==> src/rtl/mips_pkg.sv <==
// Shared MIPS-32 definitions used by the fetch stage and the control unit.
package mips_pkg;

    localparam int unsigned INSTR_W    = 32;
    localparam int unsigned OPCODE_MSB = 31;
    localparam int unsigned OPCODE_LSB = 26;
    localparam int unsigned FUNCT_MSB  = 5;
    localparam int unsigned FUNCT_LSB  = 0;

    localparam logic [INSTR_W-1:0] NOP_INSTR = '0;

    typedef struct packed {
        logic [INSTR_W-1:0] data;
        logic [31:0]        addr;
    } fetch_entry_t;

    localparam int unsigned FETCH_ENTRY_W = $bits(fetch_entry_t);

endpackage

==> src/rtl/fetch_queue.sv <==
// Small synchronous in-order FIFO; flush wins over push and pop.
module fetch_queue #(
    parameter int unsigned WIDTH = 64,
    parameter int unsigned DEPTH = 4,
    localparam int unsigned CNT_W = $clog2(DEPTH + 1),
    localparam int unsigned PTR_W = (DEPTH > 1) ? $clog2(DEPTH) : 1
) (
    input  logic             clk,
    input  logic             reset,
    input  logic             push,
    input  logic [WIDTH-1:0] wdata,
    input  logic             pop,
    input  logic             flush,
    output logic [CNT_W-1:0] count,
    output logic [WIDTH-1:0] head_data
);

    logic [WIDTH-1:0] mem_q [DEPTH];
    logic [PTR_W-1:0] wr_ptr_q, wr_ptr_d;
    logic [PTR_W-1:0] rd_ptr_q, rd_ptr_d;
    logic [CNT_W-1:0] count_q, count_d;
    logic             do_push, do_pop;

    function automatic logic [PTR_W-1:0] ptr_inc(input logic [PTR_W-1:0] p);
        return (p == PTR_W'(DEPTH - 1)) ? '0 : p + PTR_W'(1);
    endfunction

    always_comb begin
        do_pop   = pop && !flush && (count_q != '0);
        // A push into a full queue is only legal alongside a pop.
        do_push  = push && !flush && ((count_q != CNT_W'(DEPTH)) || do_pop);
        wr_ptr_d = wr_ptr_q;
        rd_ptr_d = rd_ptr_q;
        count_d  = count_q;
        if (flush) begin
            wr_ptr_d = '0;
            rd_ptr_d = '0;
            count_d  = '0;
        end else begin
            if (do_push) begin
                wr_ptr_d = ptr_inc(wr_ptr_q);
            end
            if (do_pop) begin
                rd_ptr_d = ptr_inc(rd_ptr_q);
            end
            count_d = count_q + CNT_W'(do_push) - CNT_W'(do_pop);
        end
    end

    always_ff @(posedge clk) begin
        if (reset) begin
            wr_ptr_q <= '0;
            rd_ptr_q <= '0;
            count_q  <= '0;
        end else begin
            wr_ptr_q <= wr_ptr_d;
            rd_ptr_q <= rd_ptr_d;
            count_q  <= count_d;
        end
    end

    always_ff @(posedge clk) begin
        if (do_push) begin
            mem_q[wr_ptr_q] <= wdata;
        end
    end

    assign count     = count_q;
    assign head_data = mem_q[rd_ptr_q];

endmodule

==> src/rtl/instr_fetch.sv <==
// MIPS-32 instruction fetch: PC, imem request/response tracking, redirect
// with stale-response dropping, and a decoded view of the queue head.
module instr_fetch
    import mips_pkg::*;
#(
    parameter logic [31:0] RESET_PC = 32'h0000_0000,
    parameter int unsigned DEPTH    = 4
) (
    input  logic               clk,
    input  logic               reset,
    output logic               imemReq,
    output logic [31:0]        imemAddr,
    input  logic               imemReady,
    input  logic               imemValid,
    input  logic [INSTR_W-1:0] imemRdata,
    input  logic               branchTaken,
    input  logic [31:0]        branchTarget,
    output logic               instrValid,
    input  logic               instrReady,
    output logic [INSTR_W-1:0] instr,
    output logic [5:0]         opcode,
    output logic [5:0]         funct5,
    output logic [31:0]        pcPlus4
);

    localparam int unsigned CNT_W = $clog2(DEPTH + 1);

    logic [31:0]      pc_q, pc_d;
    logic [31:0]      resp_pc_q, resp_pc_d;
    logic [CNT_W-1:0] inflight_q, inflight_d;
    logic [CNT_W-1:0] drop_cnt_q, drop_cnt_d;

    logic [CNT_W-1:0] q_count;
    logic             fire, resp_v, drop, push, pop;
    logic [31:0]      target_aligned;
    logic [31:0]      occupancy;
    fetch_entry_t     push_entry, head_entry;
    logic [FETCH_ENTRY_W-1:0] head_bits;

    assign target_aligned = branchTarget & 32'hFFFF_FFFC;
    // Reserve a queue slot for every outstanding request so the queue cannot overflow.
    assign occupancy      = 32'(inflight_q) + 32'(q_count);

    assign imemReq  = !reset && !branchTaken && (occupancy < DEPTH);
    assign imemAddr = pc_q;
    assign fire     = imemReq && imemReady;

    // A response with nothing in flight is stray and ignored.
    assign resp_v = imemValid && (inflight_q != '0);
    assign drop   = resp_v && (drop_cnt_q != '0);
    assign push   = resp_v && !drop;
    assign pop    = instrValid && instrReady;

    assign push_entry = '{data: imemRdata, addr: resp_pc_q};

    always_comb begin
        pc_d       = pc_q;
        resp_pc_d  = resp_pc_q;
        inflight_d = inflight_q + CNT_W'(fire) - CNT_W'(resp_v);
        drop_cnt_d = drop_cnt_q - CNT_W'(drop);
        if (branchTaken) begin
            pc_d       = target_aligned;
            resp_pc_d  = target_aligned;
            // inflight already includes responses earmarked for dropping, so every
            // request still outstanding after this cycle's response becomes stale.
            drop_cnt_d = inflight_q - CNT_W'(resp_v);
        end else begin
            if (fire) begin
                pc_d = pc_q + 32'd4;
            end
            if (push) begin
                resp_pc_d = resp_pc_q + 32'd4;
            end
        end
    end

    always_ff @(posedge clk) begin
        if (reset) begin
            pc_q       <= RESET_PC;
            resp_pc_q  <= RESET_PC;
            inflight_q <= '0;
            drop_cnt_q <= '0;
        end else begin
            pc_q       <= pc_d;
            resp_pc_q  <= resp_pc_d;
            inflight_q <= inflight_d;
            drop_cnt_q <= drop_cnt_d;
        end
    end

    fetch_queue #(
        .WIDTH (FETCH_ENTRY_W),
        .DEPTH (DEPTH)
    ) u_queue (
        .clk       (clk),
        .reset     (reset),
        .push      (push),
        .wdata     (push_entry),
        .pop       (pop),
        .flush     (branchTaken),
        .count     (q_count),
        .head_data (head_bits)
    );

    assign head_entry = fetch_entry_t'(head_bits);

    always_comb begin
        instrValid = (q_count != '0);
        instr      = instrValid ? head_entry.data : NOP_INSTR;
        opcode     = instr[OPCODE_MSB:OPCODE_LSB];
        funct5     = instr[FUNCT_MSB:FUNCT_LSB];
        pcPlus4    = (instrValid ? head_entry.addr : resp_pc_q) + 32'd4;
    end

`ifndef SYNTHESIS
    always @(posedge clk) begin
        stray_resp_a: assert (reset || !(imemValid && inflight_q == '0))
            else $error("instr_fetch: imemValid with no request in flight");
    end
`endif

endmodule

==> config.mk <==
export PLATFORM = sky130hd
export DESIGN_NAME = instr_fetch
export DESIGN_NICKNAME = d
export VERILOG_FILES = /design/src/rtl/mips_pkg.sv /design/src/rtl/fetch_queue.sv /design/src/rtl/instr_fetch.sv
export SDC_FILE = /design/constraint.sdc
export NUM_CORES = 1
export LEC_CHECK = 0
export CORE_MARGIN = 3
export CORE_UTILIZATION = 56
export CTS_CLUSTER_SIZE = 30
export DETAILED_ROUTE_END_ITERATION = 10
export PLACE_DENSITY = 0.89
export RECOVER_POWER = 100
export SYNTH_ARGS = -nofsm -noshare
export SYNTH_HDL_FRONTEND = slang
export SYNTH_SLANG_ARGS = --single-unit
==> constraint.sdc <==
create_clock -name clk -period 5.1 [get_ports clk]
set_input_delay 1.275 -clock clk [delete_from_list [all_inputs] [get_ports clk]]
set_output_delay 1.275 -clock clk [all_outputs]
set_load 0.02 [all_outputs]
==> impl_metrics.json, run 1 <==
{
  "outcome": "finished with violations",
  "violations": "max-capacitance violations, max-slew violations",
  "cts_tree": "built",
  "met1Wirelength_mm": 12.8,
  "drt_first_pass_iters": 6,
  "max_slew_margin_pct": -5.17,
  "worst_pin_slew_ps": 1580,
  "min_path_type": "register to register",
  "post-route-drc-count": 0,
  "gr-total-overflow": 0,
  "finalWirelength_mm": 30.9,
  "dieArea_mm2": 0.0280,
  "max_freq_mhz": 203,
  "grt_pass1_vias": 9144,
  "arrival_ps": 3650,
  "min_path_cells": 2,
  "synthFlopType": "edfxtp_1",
  "wl_met2_mm": 15.3,
  "layout_setup_ws_ps": 171,
  "rows": 58,
  "fin_tns_setup_ps": 0,
  "max_cap_violations": 1,
  "yosysSeqAreaShare_pct": 61.5,
  "cts.sinks": 323,
  "worstPathRequired_ps": 3830,
  "period_minus_slack_ps": 4930,
  "period_share_pct": 96.6,
  "dieWidth_um": 167,
  "synth-async-reset-ratio_pct": 0,
  "peakVddDrop_mv": 0.291,
  "die_h_um": 167,
  "worstPathMaxFanout": 8,
  "antenna_found_initial": 0,
  "p_leak_nw": 6.13,
  "ys_ff_latch": 323,
  "fin_total_pwr_mw": 6.45,
  "h-tree-depth": 2,
  "dp_slack_ps": 445,
  "post_dp_cell_area_mm2": 0.0165,
  "cts-root-buf": "clkbuf_16",
  "nFillCells": 1647,
  "diodes": 0,
  "finish.net_count": 1273,
  "start_util_pct": 57.4,
  "grt_first_pass_wirelength_mm": 49.5,
  "fin_worst_skew_ps": 22.1,
  "yosys.area.top_type_share_pct": 51.2,
  "ant_nets": 0,
  "ys_top_cells_by_area": "edfxtp_1, dfxtp_1, mux4_2",
  "cts_made_buffers": 34,
  "clk_latency_ps": 510,
  "drv_slew": 36,
  "grt_start_max_net_pins": 76,
  "io_buffers": 173,
  "ys_top_cells_by_count": "edfxtp_1, dfxtp_1, nand2_1, a21boi_0, nand3_1",
  "hold_ws_ps": 552,
  "synth.avg_cell_area_um2": 14.3,
  "vias": 9066,
  "synthCells": 1019,
  "post_cts.repair.setup_buffers": 0,
  "wl_met3_mm": 2.27,
  "setup_viol": 0,
  "avgRoutedWirePerCell_um": 20.1,
  "clkTransAtPathRegs_ps": 60,
  "postLayoutCellArea_mm2": 0.0177,
  "ys_types": 60,
  "synth_edf_count": 248,
  "synthesis.area_mm2": 0.0146,
  "synth.most_common_cell": "edfxtp_1",
  "rsz0062_at_grt": "false",
  "top_layer_used": "met4",
  "powerDensity_mw_per_mm2": 365,
  "dpl.hpwl_mm": 19.7,
  "syn_to_final_growth_pct": 21.5,
  "yosys.area.top_type": "edfxtp_1",
  "ios": 180,
  "worstSetupStartpointType": "register",
  "drt-initial-drc-count": 793,
  "path_class": "register to primary output",
  "drive_gt1_share_pct": 10.8,
  "gp_congestion": 0.839,
  "grt_use_total_pct": 22.1,
  "core_mm2": 0.0253,
  "yosysWarningCount": 0,
  "viasPerCell": 5.89,
  "hold_violations": 0,
  "cts_buffer_depth": 3,
  "rr_worst_depth": 5,
  "endpoint_kind": "primary output"
}
[path summary, 6_finish.rpt]
path / from / to / slack, ps
worst min-delay path: u_queue.rd_ptr_q[0]$_SDFFE_PP0N_ / register / 550
worst max register to register: inflight_q[2]$_SDFF_PP0_ / u_queue.mem_q[3][40]$_DFFE_PP_ / 1550
worst min register to register: u_queue.rd_ptr_q[0]$_SDFFE_PP0N_ / register / 550
worst max-delay path: register / pcPlus4[14] / 170
[placed cells by master, fill, tap and decap left out, drive strengths merged, types with 11 or more instances in the layout]
| cell | netlist | layout |
|---|---|---|
| mux4 | 62 | 62 |
| a21oi | 32 | 32 |
| inv | 48 | 49 |
| nor3 | 16 | 16 |
| dlygate4sd3 | 0 | 123 |
| clkbuf | 30 | 54 |
| nand2 | 56 | 56 |
| a21boi | 50 | 50 |
| xor2 | 45 | 45 |
| mux2i | 27 | 27 |
| nand4 | 24 | 24 |
| clkdlybuf4s50 | 0 | 47 |
| and3 | 11 | 11 |
| edfxtp | 248 | 248 |
| nand3 | 49 | 49 |
| dfxtp | 75 | 75 |
| xnor2 | 47 | 47 |
| ha | 18 | 18 |
| and2 | 43 | 43 |
| nor2 | 36 | 36 |
[worst max-delay path, stage by stage, from the launching register on]
cell and delay (ps):
dfxtp_4 430, mux4_1 590, mux2i_1 190, inv_1 60
ha_1 220, and4_1 180, o2bb2a_2 330, nand3_2 200
xor2_1 180, dlygate4sd3_1 750
[where the power goes]
part           internal [mW]  leakage [nW]  switching, mW  total [mW]
Sequential              2.96          2.87          0.100        3.06
Combinational          0.327          2.64          0.388       0.715
Clock                   1.69         0.609          0.991        2.68
[area by class of cell]
| type | instances | area [um2] | area share, % |
|---|---|---|---|
| Multi-Input combinational cell | 585 | 5020 | 28.4 |
| Inverter | 48 | 183 | 1.03 |
| Tap cell | 330 | 413 | 2.33 |
| Clock buffer | 45 | 997 | 5.64 |
| Timing Repair Buffer | 191 | 1870 | 10.6 |
| Clock inverter | 17 | 253 | 1.43 |
| Sequential cell | 323 | 8950 | 50.6 |
[timing repair]
| item | 4_1_cts | 5_1_grt |
|---|---|---|
| hold buffers | 0 | 0 |
| setup endpoints to repair | 3 | 12 |
| gates resized for setup | 3 | 6 |
[stage by stage]
stage | utilization (%) | std cells
finish | 69.8 | 1539
global route | 69.8 | 1539
CTS | 70.2 | 1539
detailed placement | 65.2 | 1477
global placement | 65.2 | 1477
floorplan | - | 1022
[kinds of logic after synthesis]
kind of cell    synth area share [%]
flops                           61.5
compound gates                  5.44
other cells                   0.0258
fa+ha+maj                       1.82
buf+inv                         4.11
mux                             12.0
xor+xnor                        5.54
simple gates                    9.59
[flip-flops by register name, indices dropped and copies added, names as in the netlist, named ones only]
register	flops
u_queue.rd_ptr_q	2
inflight_q	3
u_queue.wr_ptr_q	2
resp_pc_q	30
drop_cnt_q	3
u_queue.count	3
imemAddr	30
u_queue.mem_q	248
[layer usage]
| metal | up-vias | GRT usage, % |
|---|---|---|
| li1 | 4149 | - |
| met1 | 4484 | 29.8 |
| met5 | - | 0 |
| met3 | 45 | 4.56 |
| met4 | 0 | 5.62 |
| met2 | 388 | 37.3 |
No activity file was read; power rests on OpenSTA's default activity.
==> inputs of run 2 (changes only) <==
- CORE_MARGIN: 3 -> 5
==> impl_metrics.json, run 2 (synthesized netlist as in run 1, its figures left out) <==
{
  "cp_cell_sequence": "mux4_1, mux2i_1, inv_1, ha_1, and4_1, nor2_1, nor2_1, xnor2_1, mux2i_1, dlygate4sd3_1",
  "cts.sinks": 323,
  "worst_pin_slew_ps": 1950,
  "vias": 8857,
  "avgRoutedWirePerCell_um": 20.3,
  "rr_worst_depth": 6,
  "grt_first_pass_wirelength_mm": 48.9,
  "largest_reg_flops": 248,
  "dp_slack_ps": 437,
  "post-route-drc-count": 0,
  "multi_input_area_mm2": 0.00502,
  "dieWidth_um": 171,
  "diodes": 0,
  "rows": 59,
  "h-tree-depth": 1,
  "min_path_type": "register to register",
  "final_util_pct": 68.0,
  "hold_start": "u_queue.rd_ptr_q[1]$_SDFFE_PP0N_",
  "cts_buffer_depth": 3,
  "fin_worst_skew_ps": 18.1,
  "gr-total-overflow": 0,
  "worstSetupStartpointType": "register",
  "slowest_stage": "dlygate4sd3_1",
  "min_path_cells": 2,
  "ant_nets": 0,
  "arrival_ps": 3700,
  "layout_setup_ws_ps": 126,
  "worstPathMaxFanout": 4,
  "io_buffers": 173,
  "fin_tns_setup_ps": 0,
  "syn_to_final_growth_pct": 20.8,
  "finalWirelength_mm": 31.3,
  "hold_violations": 0,
  "path_class": "register to primary output",
  "r2r-start": "inflight_q[1]$_SDFF_PP0_",
  "grt_start_max_net_pins": 76,
  "p_leak_nw": 6.05,
  "drt-initial-drc-count": 713,
  "ios": 180,
  "critical_path.max_stage_delay_ps": 710,
  "setup_viol": 0,
  "gp_congestion": 0.840,
  "violations": "max-capacitance violations, max-slew violations",
  "core_mm2": 0.0258,
  "max_cap_violations": 3,
  "drt_first_pass_iters": 5,
  "drv_slew": 117,
  "clk_latency_ps": 560,
  "drive_gt1_share_pct": 10.4,
  "grt_pass1_vias": 8954,
  "period_share_pct": 97.5,
  "max_freq_mhz": 201,
  "endpoint_kind": "primary output",
  "antenna_found_initial": 1,
  "rsz0062_at_grt": "false",
  "outcome": "finished with violations",
  "start_util_pct": 56.3,
  "dpl.hpwl_mm": 20.3,
  "final_common_cell": "edfxtp_1",
  "peakVddDrop_mv": 0.280,
  "layout.area.seq_mm2": 0.00895,
  "dieArea_mm2": 0.0293,
  "rrSetupSlack_ps": 1500,
  "worstPathRequired_ps": 3830,
  "crit_buf_inv": 2,
  "final_cell_mix": "edfxtp_1, dlygate4sd3_1, dfxtp_1",
  "period_minus_slack_ps": 4970,
  "cp_top_family": "multiplexers",
  "finish.net_count": 1271,
  "grt_use_total_pct": 21.0,
  "cts-root-buf": "clkbuf_16",
  "powerDensity_mw_per_mm2": 348,
  "nFillCells": 1732,
  "regMostFlops": "u_queue.mem_q",
  "viasPerCell": 5.76,
  "die_h_um": 171,
  "clkTransAtPathRegs_ps": 60,
  "reg2reg_to": "u_queue.mem_q[3][16]$_DFFE_PP_",
  "max_slew_margin_pct": -30.2,
  "cts_tree": "built",
  "cts_hold_buf": 0,
  "cts_made_buffers": 31
}
run 2: worst reg2reg max path: cells and delay by family, from the launching register on:
family	cells	cell delay, ps
flops	1	450
compound gates	1	270
simple gates	3	1410
buf+inv	2	1080
run 2: layer usage:
metal	vias up	track usage [%]	routed length (um)
li1	4125	-	-
met1	4317	29.3	13100
met4	2	4.37	600
met2	365	35.8	15400
met5	-	0	13
met3	48	3.24	2210
run 2: worst max path at each step:
stage,startpoint,endpoint,slack [ps],depth (start not counted)
final,register,pcPlus4[8],130,10
after global routing,u_queue.count[0]$_SDFF_PP0_,pcPlus4[24],20,12
after CTS,register,pcPlus4[26],8,10
after detailed placement,register,pcPlus4[22],440,8
after global placement,register,pcPlus4[22],450,8
after floorplan,u_queue.count[1]$_SDFF_PP0_,pcPlus4[22],380,17
run 2: timing repair:
action	in CTS	in global routing
cloned	1	0
endpoints found under the setup margin	13	12
pin swaps	0	1
gates resized for setup	5	6
buffers inserted	0	1
run 2: report_power, final:
part	internal, mW	switching, mW
Sequential	2.95	0.103
Combinational	0.339	0.394
Clock	1.37	0.950
run 2: area by class of cell:
type / instances / area share [%]
multi-input cells: 585 / 28.6
repair buffers: 192 / 11.1
inverters: 48 / 1.04
clock buffers: 34 / 4.48
flip-flops and latches: 323 / 51.0
well taps: 335 / 2.39
clock inverters: 22 / 1.45
run 2: metrics by stage:
step	instance area [um2]	total power, mW	hold WS, ps	cells
final	17600	6.11	544	1539
after global routing	17600	6.35	584	1539
after CTS	17600	6.18	546	1538
after detailed placement	16500	3.87	537	1481
after global placement	16500	3.84	515	1481
after floorplan	14600	3.54	458	1022
==> inputs of run 3 (changes only) <==
- PLACE_DENSITY: 0.89 -> 0.8
==> impl_metrics.json, run 3 (synthesized netlist as in run 1, its figures left out) <==
{
  "outcome": "finished with violations",
  "violations": "max-capacitance violations, max-slew violations",
  "arrival_ps": 3680,
  "r2r-start": "inflight_q[1]$_SDFF_PP0_",
  "cts_resized": 7,
  "grt_busiest_layer": "met2",
  "endpoint_kind": "primary output",
  "rr_worst_depth": 5,
  "cts_made_buffers": 34,
  "largest_reg_flops": 248,
  "peakVddDrop_mv": 0.220,
  "gr-total-overflow": 0,
  "syn_to_final_growth_pct": 19.9,
  "final_cell_mix": "edfxtp_1, dlygate4sd3_1, dfxtp_1",
  "worstSetupStartpointType": "register",
  "dieWidth_um": 171,
  "min_path_type": "register to register",
  "drt-initial-drc-count": 711,
  "cts.sinks": 323,
  "viasPerCell": 5.75,
  "clkTransAtPathRegs_ps": 60,
  "finish.net_count": 1276,
  "core_mm2": 0.0258,
  "h-tree-depth": 2,
  "powerDensity_mw_per_mm2": 343,
  "drv_slew": 36,
  "final_util_pct": 67.5,
  "start_util_pct": 56.3,
  "critPathCapture": "pcPlus4[12]",
  "gp_congestion": 0.831,
  "clk_latency_ps": 500,
  "use_met1_pct": 29.2,
  "vias": 8880,
  "postLayoutCellArea_mm2": 0.0174,
  "dieArea_mm2": 0.0293,
  "ant_nets": 0,
  "worstPathRequired_ps": 3830,
  "cts_tree": "built",
  "grt_pass1_vias": 8997,
  "cts_buffer_depth": 3,
  "nFillCells": 1842,
  "post_dp_cell_area_mm2": 0.0165,
  "grt_use_total_pct": 20.8,
  "regMostFlops": "u_queue.mem_q",
  "post-route-drc-count": 0,
  "avgRoutedWirePerCell_um": 19.8,
  "rows": 59,
  "gr-usage-met3_pct": 4.30,
  "grt_first_pass_wirelength_mm": 48.1,
  "antenna_found_initial": 1,
  "hold_ws_ps": 530,
  "fin_tns_setup_ps": 0,
  "die_h_um": 171,
  "period_share_pct": 97.2,
  "post_cts.repair.setup_buffers": 0,
  "hold_violations": 0,
  "fin_worst_skew_ps": 6.09,
  "max_freq_mhz": 202,
  "drive_gt1_share_pct": 10.0,
  "setup_viol": 0,
  "p_leak_nw": 5.96,
  "path_class": "register to primary output",
  "io_buffers": 173,
  "fin_total_pwr_mw": 5.98,
  "cts_hold_buf": 0,
  "drt_first_pass_iters": 6,
  "max_cap_violations": 1,
  "met2_usage_pct": 33.6,
  "reg2reg_to": "u_queue.mem_q[1][42]$_DFFE_PP_",
  "ios": 180,
  "rrSetupSlack_ps": 2050,
  "finalWirelength_mm": 30.6,
  "dpl.hpwl_mm": 19.8,
  "grt_start_max_net_pins": 65,
  "cts-root-buf": "clkbuf_16",
  "worstPathMaxFanout": 10,
  "worst_pin_slew_ps": 1600,
  "max_slew_margin_pct": -6.35,
  "final_common_cell": "edfxtp_1",
  "period_minus_slack_ps": 4960,
  "rsz0062_at_grt": "false"
}
==> run 3: worst min-delay path by stage <==
stage / depth (start not counted) / to / startpoint / slack, ps
2_1_floorplan: 0 / u_queue.mem_q[0][12]$_DFFE_PP_ / resp_pc_q[12]$_SDFFE_PP0P_ / 460
3_3_place_gp: 0 / u_queue.mem_q[3][2]$_DFFE_PP_ / resp_pc_q[2]$_SDFFE_PP0P_ / 500
3_5_place_dp: 0 / u_queue.mem_q[2][2]$_DFFE_PP_ / resp_pc_q[2]$_SDFFE_PP0P_ / 510
4_1_cts: 0 / u_queue.mem_q[2][2]$_DFFE_PP_ / resp_pc_q[2]$_SDFFE_PP0P_ / 530
5_1_grt: 0 / u_queue.mem_q[2][2]$_DFFE_PP_ / resp_pc_q[2]$_SDFFE_PP0P_ / 530
6_report: 0 / u_queue.mem_q[2][2]$_DFFE_PP_ / resp_pc_q[2]$_SDFFE_PP0P_ / 530
==> run 3: power breakdown <==
part / internal [mW] / switching [mW]
combinational: 0.324 / 0.397
clock: 1.26 / 0.950
sequential: 2.96 / 0.0909
total: 4.55 / 1.44
==> run 3: final cells by class <==
class                   count  area (um2)  share of cell area, %
well taps                 335         419                   2.40
inverters                  48         183                   1.05
diodes                      1        2.50                 0.0143
flip-flops and latches    323        8950                   51.3
clock buffers              40         905                   5.19
clock inverters            19        93.8                  0.538
repair buffers            194        1860                   10.7
multi-input cells         585        5020                   28.8
==> run 3: per-stage QoR <==
stage | instances | setup slack [ps]
6_report | 1545 | 142
3_3_place_gp | 1485 | 467
5_1_grt | 1544 | 4.75
2_1_floorplan | 1022 | 379
3_5_place_dp | 1485 | 441
4_1_cts | 1544 | 0.720
==> run 3: worst max-delay path: stages, from the launching register on <==
cell             delay (ps)
dfxtp_4                 460
mux4_1                  610
mux2i_1                 200
inv_1                    60
ha_1                    210
and4_1                  170
o2bb2a_1                410
nand2_1                 120
xor2_1                  280
clkdlybuf4s50_1         670
==> run 3: per-layer routing <==
metal  vias up  share of wire, %
li1       4134                 -
met4         0               2.2
met3        43               8.0
met1      4346                43
met2       357                47
met5         -                 0
